<file path="src/rtl/dilated_conv_k4_mac_if.sv">
// Tap-vector input, weight write port and result output of the k=4 dilated conv MAC.
// master drives taps/weights and consumes results; slave is the MAC unit.
interface dilated_conv_k4_mac_if #(
   parameter int W = 16
);
   logic        [3:0][W-1:0] taps;
   logic                     in_valid;
   logic                     in_ready;
   logic                     w_wr_en;
   logic              [2:0]  w_addr;
   logic signed     [W-1:0]  w_data;
   logic signed     [W-1:0]  out_data;
   logic                     out_valid;
   logic                     out_ready;

   modport master (
      output taps, in_valid, w_wr_en, w_addr, w_data, out_ready,
      input  in_ready, out_data, out_valid
   );

   modport slave (
      input  taps, in_valid, w_wr_en, w_addr, w_data, out_ready,
      output in_ready, out_data, out_valid
   );
endinterface

</file>
<file path="src/rtl/dilated_conv_k4_mac.sv">
// k=4 dilated causal conv tap unit: y = bias + sum(w[k]*tap[k]), one multiply per cycle, rounded and saturated.
// Result valid 5 cycles after the input handshake; holds in OUT until out_ready, in_ready only while IDLE.
module dilated_conv_k4_mac #(
   parameter int W    = 16,
   parameter int FRAC = 12
) (
   input  logic                 clk,
   input  logic                 rst,
   dilated_conv_k4_mac_if.slave bus
);
   localparam int ACCW = 2*W + 3;
   localparam logic signed [ACCW-1:0] HALF = ACCW'(1) <<< (FRAC-1);
   localparam logic signed [W-1:0]    OMAX = {1'b0, {(W-1){1'b1}}};
   localparam logic signed [W-1:0]    OMIN = {1'b1, {(W-1){1'b0}}};

   typedef enum logic [1:0] {IDLE, MAC, ROUND, OUT} state_t;

   state_t                  state, state_nxt;
   logic signed [W-1:0]     taps_q [4];
   logic signed [W-1:0]     w_q    [4];
   logic signed [W-1:0]     bias_q;
   logic signed [ACCW-1:0]  acc;
   logic        [1:0]       idx;
   logic signed [W-1:0]     out_data_q;
   logic                    out_valid_q;
   logic signed [2*W-1:0]   prod;
   logic signed [ACCW-1:0]  rsum;
   logic signed [ACCW-1:0]  rshift;

   assign prod   = taps_q[idx] * w_q[idx];
   assign rsum   = acc + HALF;
   assign rshift = rsum >>> FRAC;

   assign bus.in_ready  = (state == IDLE);
   assign bus.out_data  = out_data_q;
   assign bus.out_valid = out_valid_q;

   always_ff @(posedge clk) begin
      if (rst) state <= IDLE;
      else     state <= state_nxt;
   end

   always_comb begin
      state_nxt = state;
      case (state)
         IDLE:    if (bus.in_valid)  state_nxt = MAC;
         MAC:     if (idx == 2'd3)   state_nxt = ROUND;
         ROUND:                      state_nxt = OUT;
         OUT:     if (bus.out_ready) state_nxt = IDLE;
         default:                    state_nxt = IDLE;
      endcase
   end

   always_ff @(posedge clk) begin
      if (rst) begin
         for (int k = 0; k < 4; k++) begin
            taps_q[k] <= '0;
            w_q[k]    <= '0;
         end
         bias_q      <= '0;
         acc         <= '0;
         idx         <= '0;
         out_data_q  <= '0;
         out_valid_q <= 1'b0;
      end else begin
         // Coefficients only change between vectors so a running MAC sees a consistent set.
         if (state == IDLE && bus.w_wr_en) begin
            case (bus.w_addr)
               3'd0, 3'd1, 3'd2, 3'd3: w_q[bus.w_addr[1:0]] <= bus.w_data;
               3'd4:                   bias_q <= bus.w_data;
               default: ;
            endcase
         end
         case (state)
            IDLE: begin
               if (bus.in_valid) begin
                  for (int k = 0; k < 4; k++) taps_q[k] <= bus.taps[k];
                  acc <= {{(W+3){bias_q[W-1]}}, bias_q} <<< FRAC;
                  idx <= '0;
               end
            end
            MAC: begin
               acc <= acc + ACCW'(prod);
               idx <= idx + 2'd1;
            end
            ROUND: begin
               if (rshift > ACCW'(OMAX))      out_data_q <= OMAX;
               else if (rshift < ACCW'(OMIN)) out_data_q <= OMIN;
               else                           out_data_q <= rshift[W-1:0];
               out_valid_q <= 1'b1;
            end
            OUT: begin
               if (bus.out_ready) out_valid_q <= 1'b0;
            end
            default: ;
         endcase
      end
   end
endmodule

</file>
<file path="src/flat_wrapper.sv">
// flat-port wrapper written by rule: the top's interface ports become plain ports
module dilated_conv_k4_mac_flat 
#(
   parameter int W    = 16,
   parameter int FRAC = 12
)
  (clk, rst, bus_taps, bus_in_valid, bus_w_wr_en, bus_w_addr, bus_w_data, bus_out_ready, bus_in_ready, bus_out_data, bus_out_valid);
  dilated_conv_k4_mac_if #(.W(W)) bus_i ();
  input  logic clk;
  input  logic rst;
  input wire logic [$bits(bus_i.taps)-1:0] bus_taps;
  input wire logic [$bits(bus_i.in_valid)-1:0] bus_in_valid;
  input wire logic [$bits(bus_i.w_wr_en)-1:0] bus_w_wr_en;
  input wire logic [$bits(bus_i.w_addr)-1:0] bus_w_addr;
  input wire logic [$bits(bus_i.w_data)-1:0] bus_w_data;
  input wire logic [$bits(bus_i.out_ready)-1:0] bus_out_ready;
  output wire logic [$bits(bus_i.in_ready)-1:0] bus_in_ready;
  output wire logic [$bits(bus_i.out_data)-1:0] bus_out_data;
  output wire logic [$bits(bus_i.out_valid)-1:0] bus_out_valid;
  assign bus_i.taps = bus_taps;
  assign bus_i.in_valid = bus_in_valid;
  assign bus_i.w_wr_en = bus_w_wr_en;
  assign bus_i.w_addr = bus_w_addr;
  assign bus_i.w_data = bus_w_data;
  assign bus_i.out_ready = bus_out_ready;
  assign bus_in_ready = bus_i.in_ready;
  assign bus_out_data = bus_i.out_data;
  assign bus_out_valid = bus_i.out_valid;
  dilated_conv_k4_mac #(.W(W), .FRAC(FRAC)) u_core (.clk(clk), .rst(rst), .bus(bus_i));
endmodule
</file>
<file path="config.mk">
export PLATFORM = sky130hd
export DESIGN_NAME = dilated_conv_k4_mac_flat
export DESIGN_NICKNAME = d
export VERILOG_FILES = /design/src/rtl/dilated_conv_k4_mac_if.sv /design/src/rtl/dilated_conv_k4_mac.sv /design/src/flat_wrapper.sv
export SDC_FILE = /design/constraint.sdc
export NUM_CORES = 1
export LEC_CHECK = 0
export BUFFER_PORTS_ARGS = -buffer_cell sky130_fd_sc_hd__buf_2
export CORE_ASPECT_RATIO = 0.75
export CORE_MARGIN = 4
export CORE_UTILIZATION = 64
export DETAILED_ROUTE_END_ITERATION = 7
export PLACE_DENSITY = 0.83
export SYNTH_ARGS = -nofsm -noshare
export SYNTH_HDL_FRONTEND = slang
export SYNTH_SLANG_ARGS = --single-unit
</file>
<file path="constraint.sdc">
create_clock -name clk -period 8.47 [get_ports clk]
set_clock_uncertainty 0.1 [all_clocks]
set_input_delay 0.847 -clock clk [delete_from_list [all_inputs] [get_ports clk]]
set_output_delay 0.847 -clock clk [all_outputs]
set_load 0.05 [all_outputs]
</file>
==> flow_summary.ini <==
[run_status]
status = finished clean

[cts]
holdBufCountCts = 0
cts.root.buffer_cell = clkbuf_16
cts_buffer_depth = 3
cts_sinks = 202
cts_tree = done
post-cts-setup-buffers = 0
clk_pin_slew_ns = 0.06
cts_buffers = 20
clkLatencyLatePin_ns = 0.53
ctsResizeCount = 0
htreeDepth = 1

[critical_path]
critPathLaunchType = flip-flop
crit_arrival_ns = 8.29
critPathMostFrequentCell = fa_1
cpLargestDelayFamily = adder cells
cp-end-kind = flip-flop
cp.buffers_inverters = 5
cp_slowest_stage_delay_ns = 0.83
slowest_stage = dfxtp_2
criticalPathCategory = reg2reg
cp_cell_sequence = buf_4 -> nand2_1 -> o21ai_1 -> nor2_1 -> fa_1 -> inv_1 -> fa_1 -> fa_1 -> inv_1 -> fa_1 -> fa_1 -> inv_1 -> fa_1 -> inv_1 -> ha_1 -> a21oi_1 -> o21ai_0 -> nand4_1 -> a21oi_1 -> or4_1 -> and2_1 -> a31oi_1 -> o221ai_1
worst_ep_required_time_ns = 8.74
crit_fanout = 37

[route]
drtIter0Drc = 1812
maxUsedRoutingLayer = met4
wl_per_cell_um = 20.9
drc = 0
dr.pass1.iters = 7
totalWireLength_um = 53600
met3_wirelength_um = 6650
dr_wl_met2_um = 23700
via_per_inst = 5.92
vias = 15200
ant_nets = 0
wl_met1_um = 22000

[die]
die_height_um = 162
start_util_pct = 64.9
die-area_um2 = 34700
fp.dieW_um = 214
io_pins = 106
rows = 56
coreArea_um2 = 31300

[sta]
slew_viol_final = 0
rsz0062_at_grt = false
tns_ns = 0
hold_violations = 0
final.period_utilization_pct = 94.7
slew_headroom_pct = 12.1
setup_violations = 0
setup_slack_ns = 0.452
tightest_slew_ns = 1.32
max_freq_ghz = 0.125
period_minus_slack_ns = 8.02

[layout]
area_growth_pct = 7.19
antennaDiodeCount = 0
multi_input_comb_area_um2 = 13200
drive_gt1_share_pct = 9.87
nFillCells = 2301
stdcell_count = 2563
nNetsFinal = 2651
seq_area_um2 = 5330

[place]
place.port_buffers = 105
placed_cells = 2527
finalWeightedCongestion = 1.03
pre_cts_ws_ns = 0.565
hpwl_um = 42300

[global_routing]
grt_max_degree = 66
antenna_found_initial = 0
grt_pass1_wl_um = 85300
grt_overflow = 0
gr-usage-all-layers_pct = 31.8
grt_pass1_vias = 15700

[logic_synthesis]
syn_area_um2 = 20300
synth_top_area_share_pct = 30.5
synthTopCellsByArea = fa_1 31%, edfxtp_1 19%, inv_1 7.3%, dfxtp_1 7.3%, ha_1 6.8%
synth_cells = 2078
async_flop_share_pct = 0
ys_warn_count = 0
yosysMostFrequentCell = inv_1
seq_area_frac_synth_pct = 26.2
synth.net_count = 2586
synth_area_leader_cell = fa_1
avgSynthCellArea_um2 = 9.79
ys_seq_elements = 202
synth_cell_types = 74
netlist_top_cells_count = 397 x inv_1, 310 x fa_1, 238 x nor2_1, 216 x nand2_1, 128 x edfxtp_1
synth-edff-count = 128
synth_ff_type = edfxtp_1

[run]
maxCapViolations = 0

[min_path]
holdCritPathClass = reg2reg
hp-start = u_core.bias_q[5]
==> kinds of logic after synthesis <==
group | Yosys count | share of synthesized area [%]
flip-flops | 202 | 26.2
XOR/XNOR | 42 | 1.85
AND/OR/NAND/NOR | 640 | 14.4
adder cells (fa/ha/maj) | 420 | 37.3
multiplexers | 63 | 3.69
AO/OA/AOI/OAI | 233 | 7.54
buffers and inverters | 478 | 9.06
==> registers in the layout (all words and copies together), names as in the netlist, named ones only <==
name                  flops
u_core.taps_q            64
u_core.idx                2
u_core.acc               35
u_core.bus.out_data      16
u_core.w_q               64
u_core.bias_q            16
u_core.state              2
u_core.bus.out_valid      1
==> per-layer routing <==
| layer | global-route usage [%] | vias to the layer above |
|---|---|---|
| li1 | - | 6701 |
| met1 | 46.7 | 7495 |
| met2 | 47.9 | 872 |
| met3 | 9.36 | 114 |
| met4 | 6.19 | 0 |
| met5 | 0 | - |
==> cells in the final DEF (no fill, tap or decap), drive strengths merged, types with 11 or more instances in the layout <==
| master | n |
|---|---|
| nor2 | 238 |
| nand2b | 11 |
| o21a | 24 |
| mux2i | 30 |
| nand2 | 217 |
| and2 | 85 |
| nor3 | 23 |
| a21oi | 56 |
| a211oi | 21 |
| clkbuf | 28 |
| dfxtp | 74 |
| ha | 110 |
| inv | 397 |
| o21ai | 57 |
| a221o | 14 |
| mux2 | 26 |
| xnor2 | 32 |
| edfxtp | 128 |
| nand3 | 11 |
| buf | 123 |
| fa | 310 |
==> path summary, 6_finish.rpt <==
kind                                          to  slack, ns  cells past startpoint
worst max-delay path              u_core.acc[33]       0.45                     23
worst min-delay path            u_core.bias_q[5]       0.36                      2
worst max register to register    u_core.acc[33]       0.45                     23
worst min register to register  u_core.bias_q[5]       0.36                      2
==> through the flow <==
stage | hold slack (ns) | utilization [%] | cell area [µm²]
6_report | 0.357 | 69.6 | 21800
5_1_grt | 0.376 | 69.6 | 21800
4_1_cts | 0.358 | 69.6 | 21800
3_5_place_dp | 0.349 | 67.6 | 21200
3_3_place_gp | 0.343 | 67.6 | 21200
2_1_floorplan | 0.332 | - | 20300
==> final cells by class <==
class,instances,area share [%]
repair buffers,123,3.03
well taps,406,2.33
clock buffers,28,2.43
clock inverters,8,0.402
multi-input cells,1398,60.5
inverters,398,6.85
flip-flops and latches,202,24.4
==> worst register-to-register path, stage by stage, from the launching register on <==
cell and delay (ns):
dfxtp_2 0.83, buf_4 0.42, nand2_1 0.13, o21ai_1 0.51, nor2_1 0.15, fa_1 0.51
inv_1 0.05, fa_1 0.50, fa_1 0.56, inv_1 0.06, fa_1 0.56, fa_1 0.61
inv_1 0.07, fa_1 0.53, inv_1 0.05, ha_1 0.37, a21oi_1 0.30, o21ai_0 0.20
nand4_1 0.16, a21oi_1 0.08, or4_1 0.58, and2_1 0.19, a31oi_1 0.19, o221ai_1 0.16
Power is left out: the tool's default activity adds up to more than one toggle a clock period on the data nets, which glitch-free logic cannot reach.
